==> src/rtl/kgp_pc_pkg.sv <==
// rtl/kgp_pc_pkg.sv - next-PC select encoding and default constants for pc_unit.
package kgp_pc_pkg;

  typedef enum logic [2:0] {
    SEL_RST,
    SEL_HOLD,
    SEL_RET,
    SEL_JMP,
    SEL_BR,
    SEL_SEQ
  } pc_sel_e;

  localparam int unsigned DEF_RESET_VEC = 0;
  localparam int unsigned DEF_INC       = 4;

endpackage

==> src/rtl/pc_ras.sv <==
// rtl/pc_ras.sv - circular return-address stack; a push when full overwrites the oldest entry.
module pc_ras
  import kgp_pc_pkg::*;
#(
  parameter int AW    = 32,
  parameter int DEPTH = 8
) (
  input  logic          clk,
  input  logic          rst,
  input  logic          i_stall,
  input  logic          i_push,
  input  logic          i_pop,
  input  logic [AW-1:0] i_data,
  output logic [AW-1:0] o_top,
  output logic          o_empty,
  output logic          o_full,
  output logic          o_ovf,
  output logic          o_unf
);

  localparam int PW = $clog2(DEPTH);

  logic [AW-1:0] r_mem [DEPTH];
  logic [PW-1:0] r_top;
  logic [PW:0]   r_cnt;
  logic          r_ovf;
  logic          r_unf;

  logic [PW-1:0] w_top_up;
  logic          w_do_push;
  logic          w_do_pop;

  // r_top points at the newest valid entry; the next push lands one slot above it.
  assign w_top_up  = r_top + PW'(1);
  assign w_do_pop  = i_pop & ~i_stall;
  assign w_do_push = i_push & ~i_stall & ~i_pop;

  assign o_top   = r_mem[r_top];
  assign o_empty = (r_cnt == '0);
  assign o_full  = (r_cnt == (PW+1)'(DEPTH));
  assign o_ovf   = r_ovf;
  assign o_unf   = r_unf;

  always_ff @(posedge clk) begin
    if (rst) begin
      r_top <= '0;
      r_cnt <= '0;
      r_ovf <= 1'b0;
      r_unf <= 1'b0;
    end else if (w_do_pop) begin
      if (o_empty) begin
        r_unf <= 1'b1;
      end else begin
        r_top <= r_top - PW'(1);
        r_cnt <= r_cnt - (PW+1)'(1);
      end
    end else if (w_do_push) begin
      r_top <= w_top_up;
      if (o_full) r_ovf <= 1'b1;
      else        r_cnt <= r_cnt + (PW+1)'(1);
    end
  end

  always_ff @(posedge clk) begin
    if (!rst && w_do_push) r_mem[w_top_up] <= i_data;
  end

endmodule

==> src/rtl/pc_unit.sv <==
// rtl/pc_unit.sv - fetch-stage PC: increment, stall, ret/jmp/branch redirect.
// Return-address stack compiled in with PC_RAS_EN.
module pc_unit
  import kgp_pc_pkg::*;
#(
  parameter int          AW        = 32,
  parameter int unsigned INC       = DEF_INC,
  parameter int unsigned RESET_VEC = DEF_RESET_VEC,
  parameter int          RAS_DEPTH = 8
) (
  input  logic          clk,
  input  logic          rst,
  input  logic          stall,
  input  logic          br_taken,
  input  logic [AW-1:0] br_target,
  input  logic          jmp,
  input  logic          call,
  input  logic [AW-1:0] jmp_target,
  input  logic          ret,
  input  logic [AW-1:0] ret_target,
  output logic [AW-1:0] pc_out,
  output logic [AW-1:0] pc_next,
  output logic          ras_ovf,
  output logic          ras_unf
);

  localparam logic [AW-1:0] C_INC   = AW'(INC);
  localparam logic [AW-1:0] C_RSTV  = AW'(RESET_VEC);

  logic [AW-1:0] r_pc;
  logic [AW-1:0] w_pc_inc;
  logic [AW-1:0] w_ret_pc;
  pc_sel_e       w_sel;

  assign w_pc_inc = r_pc + C_INC;

  always_comb begin
    if (rst)           w_sel = SEL_RST;
    else if (stall)    w_sel = SEL_HOLD;
    else if (ret)      w_sel = SEL_RET;
    else if (jmp)      w_sel = SEL_JMP;
    else if (br_taken) w_sel = SEL_BR;
    else               w_sel = SEL_SEQ;
  end

`ifdef PC_RAS_EN
  logic [AW-1:0] w_ras_top;
  logic          w_ras_empty;
  logic          w_ras_full_unused;

  // The select already encodes priority, so a dropped call never pushes.
  pc_ras #(.AW(AW), .DEPTH(RAS_DEPTH)) u_ras (
    .clk     (clk),
    .rst     (rst),
    .i_stall (stall),
    .i_push  ((w_sel == SEL_JMP) & call),
    .i_pop   (w_sel == SEL_RET),
    .i_data  (w_pc_inc),
    .o_top   (w_ras_top),
    .o_empty (w_ras_empty),
    .o_full  (w_ras_full_unused),
    .o_ovf   (ras_ovf),
    .o_unf   (ras_unf)
  );

  assign w_ret_pc = w_ras_empty ? ret_target : w_ras_top;
`else
  logic w_call_unused;

  assign w_call_unused = call;
  assign w_ret_pc      = ret_target;
  assign ras_ovf       = 1'b0;
  assign ras_unf       = 1'b0;
`endif

  always_comb begin
    pc_next = w_pc_inc;
    case (w_sel)
      SEL_RST:  pc_next = C_RSTV;
      SEL_HOLD: pc_next = r_pc;
      SEL_RET:  pc_next = w_ret_pc;
      SEL_JMP:  pc_next = jmp_target;
      SEL_BR:   pc_next = br_target;
      default:  pc_next = w_pc_inc;
    endcase
  end

  always_ff @(posedge clk) begin
    r_pc <= pc_next;
  end

  assign pc_out = r_pc;

endmodule

==> config.mk <==
export PLATFORM = sky130hd
export DESIGN_NAME = pc_unit
export DESIGN_NICKNAME = d
export VERILOG_FILES = /design/src/rtl/kgp_pc_pkg.sv /design/src/rtl/pc_ras.sv /design/src/rtl/pc_unit.sv
export SDC_FILE = /design/constraint.sdc
export NUM_CORES = 1
export LEC_CHECK = 0
export ABC_AREA = 1
export CORE_MARGIN = 10
export CORE_UTILIZATION = 30
export DETAILED_ROUTE_END_ITERATION = 7
export PLACE_DENSITY = 0.67
export SYNTH_ARGS = -nofsm -noshare
export SYNTH_HDL_FRONTEND = slang
export SYNTH_SLANG_ARGS = --single-unit
==> constraint.sdc <==
create_clock -name clk -period 1.7 [get_ports clk]
set_input_delay 0.255 -clock clk [delete_from_list [all_inputs] [get_ports clk]]
set_output_delay 0.255 -clock clk [all_outputs]
set_load 0.005 [all_outputs]
Yosys cells after proc, flatten, opt, wreduce, memory -nomap -nowiden. Cells that the tools add are included.

Register bits: 32. Input port bits: 103. Word-level logic and storage cells: 13.

Add/subtract/negate cells: 1. Equal/unequal tests: 4. Multiplexer cells: 6. Reduce and logical (&&, ||, !) cells: 1.

Operators with widths (number): 32-bit case mux with 5 select lines (1); 32-bit by 3-bit adder with 32-bit output (second input constant) (1); 3-bit two-way mux (4); 3-bit by 2-bit == test with 1-bit output (second input constant) (2); 3-bit by 1-bit == test with 1-bit output (second input constant) (1); 3-bit == test (second input constant) (1); 3-bit logical NOT (1); 1-bit two-way mux (1).

Depth between registers and ports, before layout.
Word-level depth: 7. Gate-level depth with buffers: 10. Mapped depth without buffers: 10.

Worst setup path before layout. OpenSTA, ideal clock, no wires.

Path kind: flip-flop to output port. From: reg r_pc[2] (netlist: pc_out[2]). To: out pc_next[18]. Arrival time: 1.335 ns. Required time: 1.445 ns. Setup slack: 0.110 ns. Cell stages (with the launch flop): 9. Path buffers: 0. Path through: dfxtp_1 -> ha_1 -> nand2_2 -> nor2_2 -> nand2_2 -> nor2_1 -> xor2_1 -> nand2_1 -> nand2_1.

Longest elaborated chain between the ends: 2.

Ends and longest elaborated chain: from (decl) (line pc_unit.sv:30) `logic [AW-1:0] r_pc;`; from (signal assigned) (line pc_unit.sv:89) `r_pc <= pc_next;`; 32-bit by 3-bit adder with 32-bit output (line pc_unit.sv:35) `assign w_pc_inc = r_pc + C_INC;`; 32-bit case mux with 5 select lines (line pc_unit.sv:78) `case (w_sel)`; to (decl) (line pc_unit.sv:22) `output logic [AW-1:0] pc_next,`.

Every way passes these cells.

Worst setup path after layout.
From: reg r_pc[3] (netlist: pc_out[3]). To: out pc_next[16].

Same word-level chain as after synthesis.

==> out/summary.txt <==
Status -> finished, violations left
Violated checks -> setup timing
Synth Flop Type -> dfxtp_1
Residual DRC count -> 0
Synth top area share -> 36.5%
Clock tree root buffer cell -> clkbuf_8
Die Span X -> 116 microns
Antenna Cells -> 0
Clock transition at the registers of the reported paths -> 80 ps
WP data arrival -> 1790 ps
Number of buffers created by CTS -> 5
RSZ-0062 raised after global routing -> true
Final Util -> 70.4%
Num Clock Sinks -> 32
Routed WL -> 16300 microns
Min Clock Period, post-route -> 2040 ps
Maxcap violations -> 0
Core ar. -> 8850 sq um
Final nets -> 920
Critical path class -> reg -> out
Initial antenna violation count -> 0
Worst path required time -> 1440 ps
PwrDens -> 418 nW/um^2
Seq/Total Area, Yosys -> 23.1%
Setup ws final -> -342 ps
Tightest Hold Check Type -> in -> reg
Hold path cells -> 6
Cts hold-fix bufs -> 0
CTS tree -> done
Seq. cell area -> 684 sq um
Clock Skew -> 7.95 ps
Vias per std cell -> 4.93
Largest register FFs -> 32
Max VDD drop -> 0.305 mV
Place WS -> -782 ps
1st-iter DRT viols -> 330
Starting Density -> 31.3%
Critical Path Sink Type -> output pin
Slew Limit Fails -> 0
Syn Area/Cell -> 5.27 sq um
Critical-path maximum fanout -> 3
H-tree levels -> 2
FF-to-FF setup slack -> -200 ps
Fill cell instance count of the final layout -> 700
Post-Syn Area -> 2770 sq um
FF+latch count, synth -> 32
Routed Antenna Nets -> 0
Die area -> 13500 sq um
Port Buffer Count -> 165
DP HPWL -> 10600 microns
Worst r2r path cells -> 13
Share of cells above drive strength 1 -> 38.4%
Lkg Pwr -> 2.94 nW
Cell taking the most area after synthesis -> nand2_1
Routability Congestion -> 0.952
GRT overflow -> 0
Fin crit share -> 120%
Synth Warn # -> 0
Post-DR wirelength/cell -> 17.7 microns
Reg2reg end -> pc_out[8]$_DFF_P_
RR Startpoint -> pc_out[3]$_DFF_P_
Setup crit end -> pc_next[16]
DRT Pass-1 Iters -> 5
Vias in the first global route -> 4422
Global-route usage over all layers -> 22.2%
Die Ht -> 116 microns
Top-Level Pins -> 169
Post-Syn Instances -> 525
Multi-input logic area -> 2320 sq um
Setup violators final -> 32
Total power -> 2.60 mW
Number of enable flip-flop cells after synthesis -> 0
Worst-Skew Late Latency -> 300 ps
Final hold vios -> 0
Worst setup startpoint -> pc_out[3]$_DFF_P_
FFs w/ async S/R, synth -> 0%
Clk buf depth -> 2
Syn-to-layout area delta -> 125%
First-pass GRT wire length -> 23600 microns
Vias post-DR -> 4551
Startpoint Class -> flop
Synth top area cells -> nand2_1, dfxtp_1, nor2_1
Num rows -> 34
Netlist cell types -> 25
Largest net degree at the start of global routing -> 21
Fmax -> 490 MHz
## metal layers
| layer | global-route usage [%] | wire length [microns] | up-vias |
|---|---|---|---|
| li1 | - | - | 2193 |
| met1 | 26.2 | 6370 | 2061 |
| met2 | 37.1 | 7940 | 243 |
| met3 | 7.29 | 1430 | 54 |
| met4 | 7.76 | 581 | 0 |
| met5 | 0 | 0 | - |
## where the power goes
part | switching, mW | total, mW | internal [mW]
sequential | 0.0772 | 0.895 | 0.818
combinational | 0.438 | 1.10 | 0.662
clock | 0.327 | 0.606 | 0.279
## stage by stage
stage,instances,TNS [ps],hold slack [ps],cell area (sq um)
after floorplan,526,0,424,2770
after global placement,851,-21720,496,5040
after detailed placement,851,-23800,507,5040
after CTS,912,-5500,492,5910
after global routing,924,-9770,539,6230
final,924,-7130,512,6230
## layout by cell type, fill, tap and decap left out, types with 2 or more instances in the layout
cell,n
inv_1,30
nand2_4,12
nand3_1,16
inv_6,3
dfxtp_1,13
nor2_4,31
o21ai_1,7
nor2_2,17
dfxtp_2,11
xor2_1,4
nand2_2,29
nor2_1,38
conb_1,2
nand3_2,5
inv_2,6
clkbuf_8,5
o21ai_0,14
buf_6,39
buf_4,89
dfxtp_4,8
buf_2,28
nand2_1,238
buf_16,4
o21ai_2,7
buf_12,9
nand4_1,9
clkdlybuf4s50_1,126
dlymetal6s2s_1,2
## synth_stat cells (2+ instances only)
cell and instances:
a21oi_1 2, buf_2 9, buf_4 4, clkbuf_1 2, dfxtp_1 32, inv_1 39, nand2_1 269, nand2_2 9
nand3_1 22, nand4_1 9, nor2_1 69, nor2_2 10, nor2_4 7, o21ai_0 21, o21ai_1 7, xor2_1 5
## cell type report
class | instances | area share [%]
Sequential cell | 32 | 11.0
Timing Repair Buffer | 299 | 45.7
Inverter | 40 | 2.69
Clock buffer | 6 | 1.17
Multi-Input combinational cell | 438 | 37.2
Tap cell | 108 | 2.17
Clock inverter | 1 | 0.0804
## cells by family after synthesis
logic type	after synthesis	share of synthesized area [%]
AO/OA/AOI/OAI	31	5.70
XOR/XNOR	6	1.90
adder cells (fa/ha/maj)	1	0.452
buffers and inverters	56	8.82
flip-flops	32	23.1
other	1	0.135
AND/OR/NAND/NOR	398	59.9
## critical path: stages (launching register included)
cell and delay [ps]:
dfxtp_4 380, ha_4 150, nand2_4 70, nor2_4 150, nand2_2 90, buf_6 120
nor2_4 80, xor2_1 170, nand2_1 80, nand2_1 90, buf_2 120
## worst min path at each step
stage / startpoint / end / slack, ps
after floorplan: jmp_target[7] / pc_out[7]$_DFF_P_ / 420
after global placement: pc_out[1]$_DFF_P_ / pc_out[1]$_DFF_P_ / 500
after detailed placement: pc_out[1]$_DFF_P_ / pc_out[1]$_DFF_P_ / 510
after CTS: rst / pc_out[6]$_DFF_P_ / 490
after global routing: br_taken / pc_out[6]$_DFF_P_ / 540
final: br_taken / pc_out[6]$_DFF_P_ / 510
## repair_timing
item | in CTS | in global routing
gates resized for setup | 298 | 76
pin swaps | 66 | 47
gates cloned | 5 | 0
buffers inserted | 49 | 21
endpoints found under the setup margin | 32 | 36
Power figures use the tool's default switching activity.
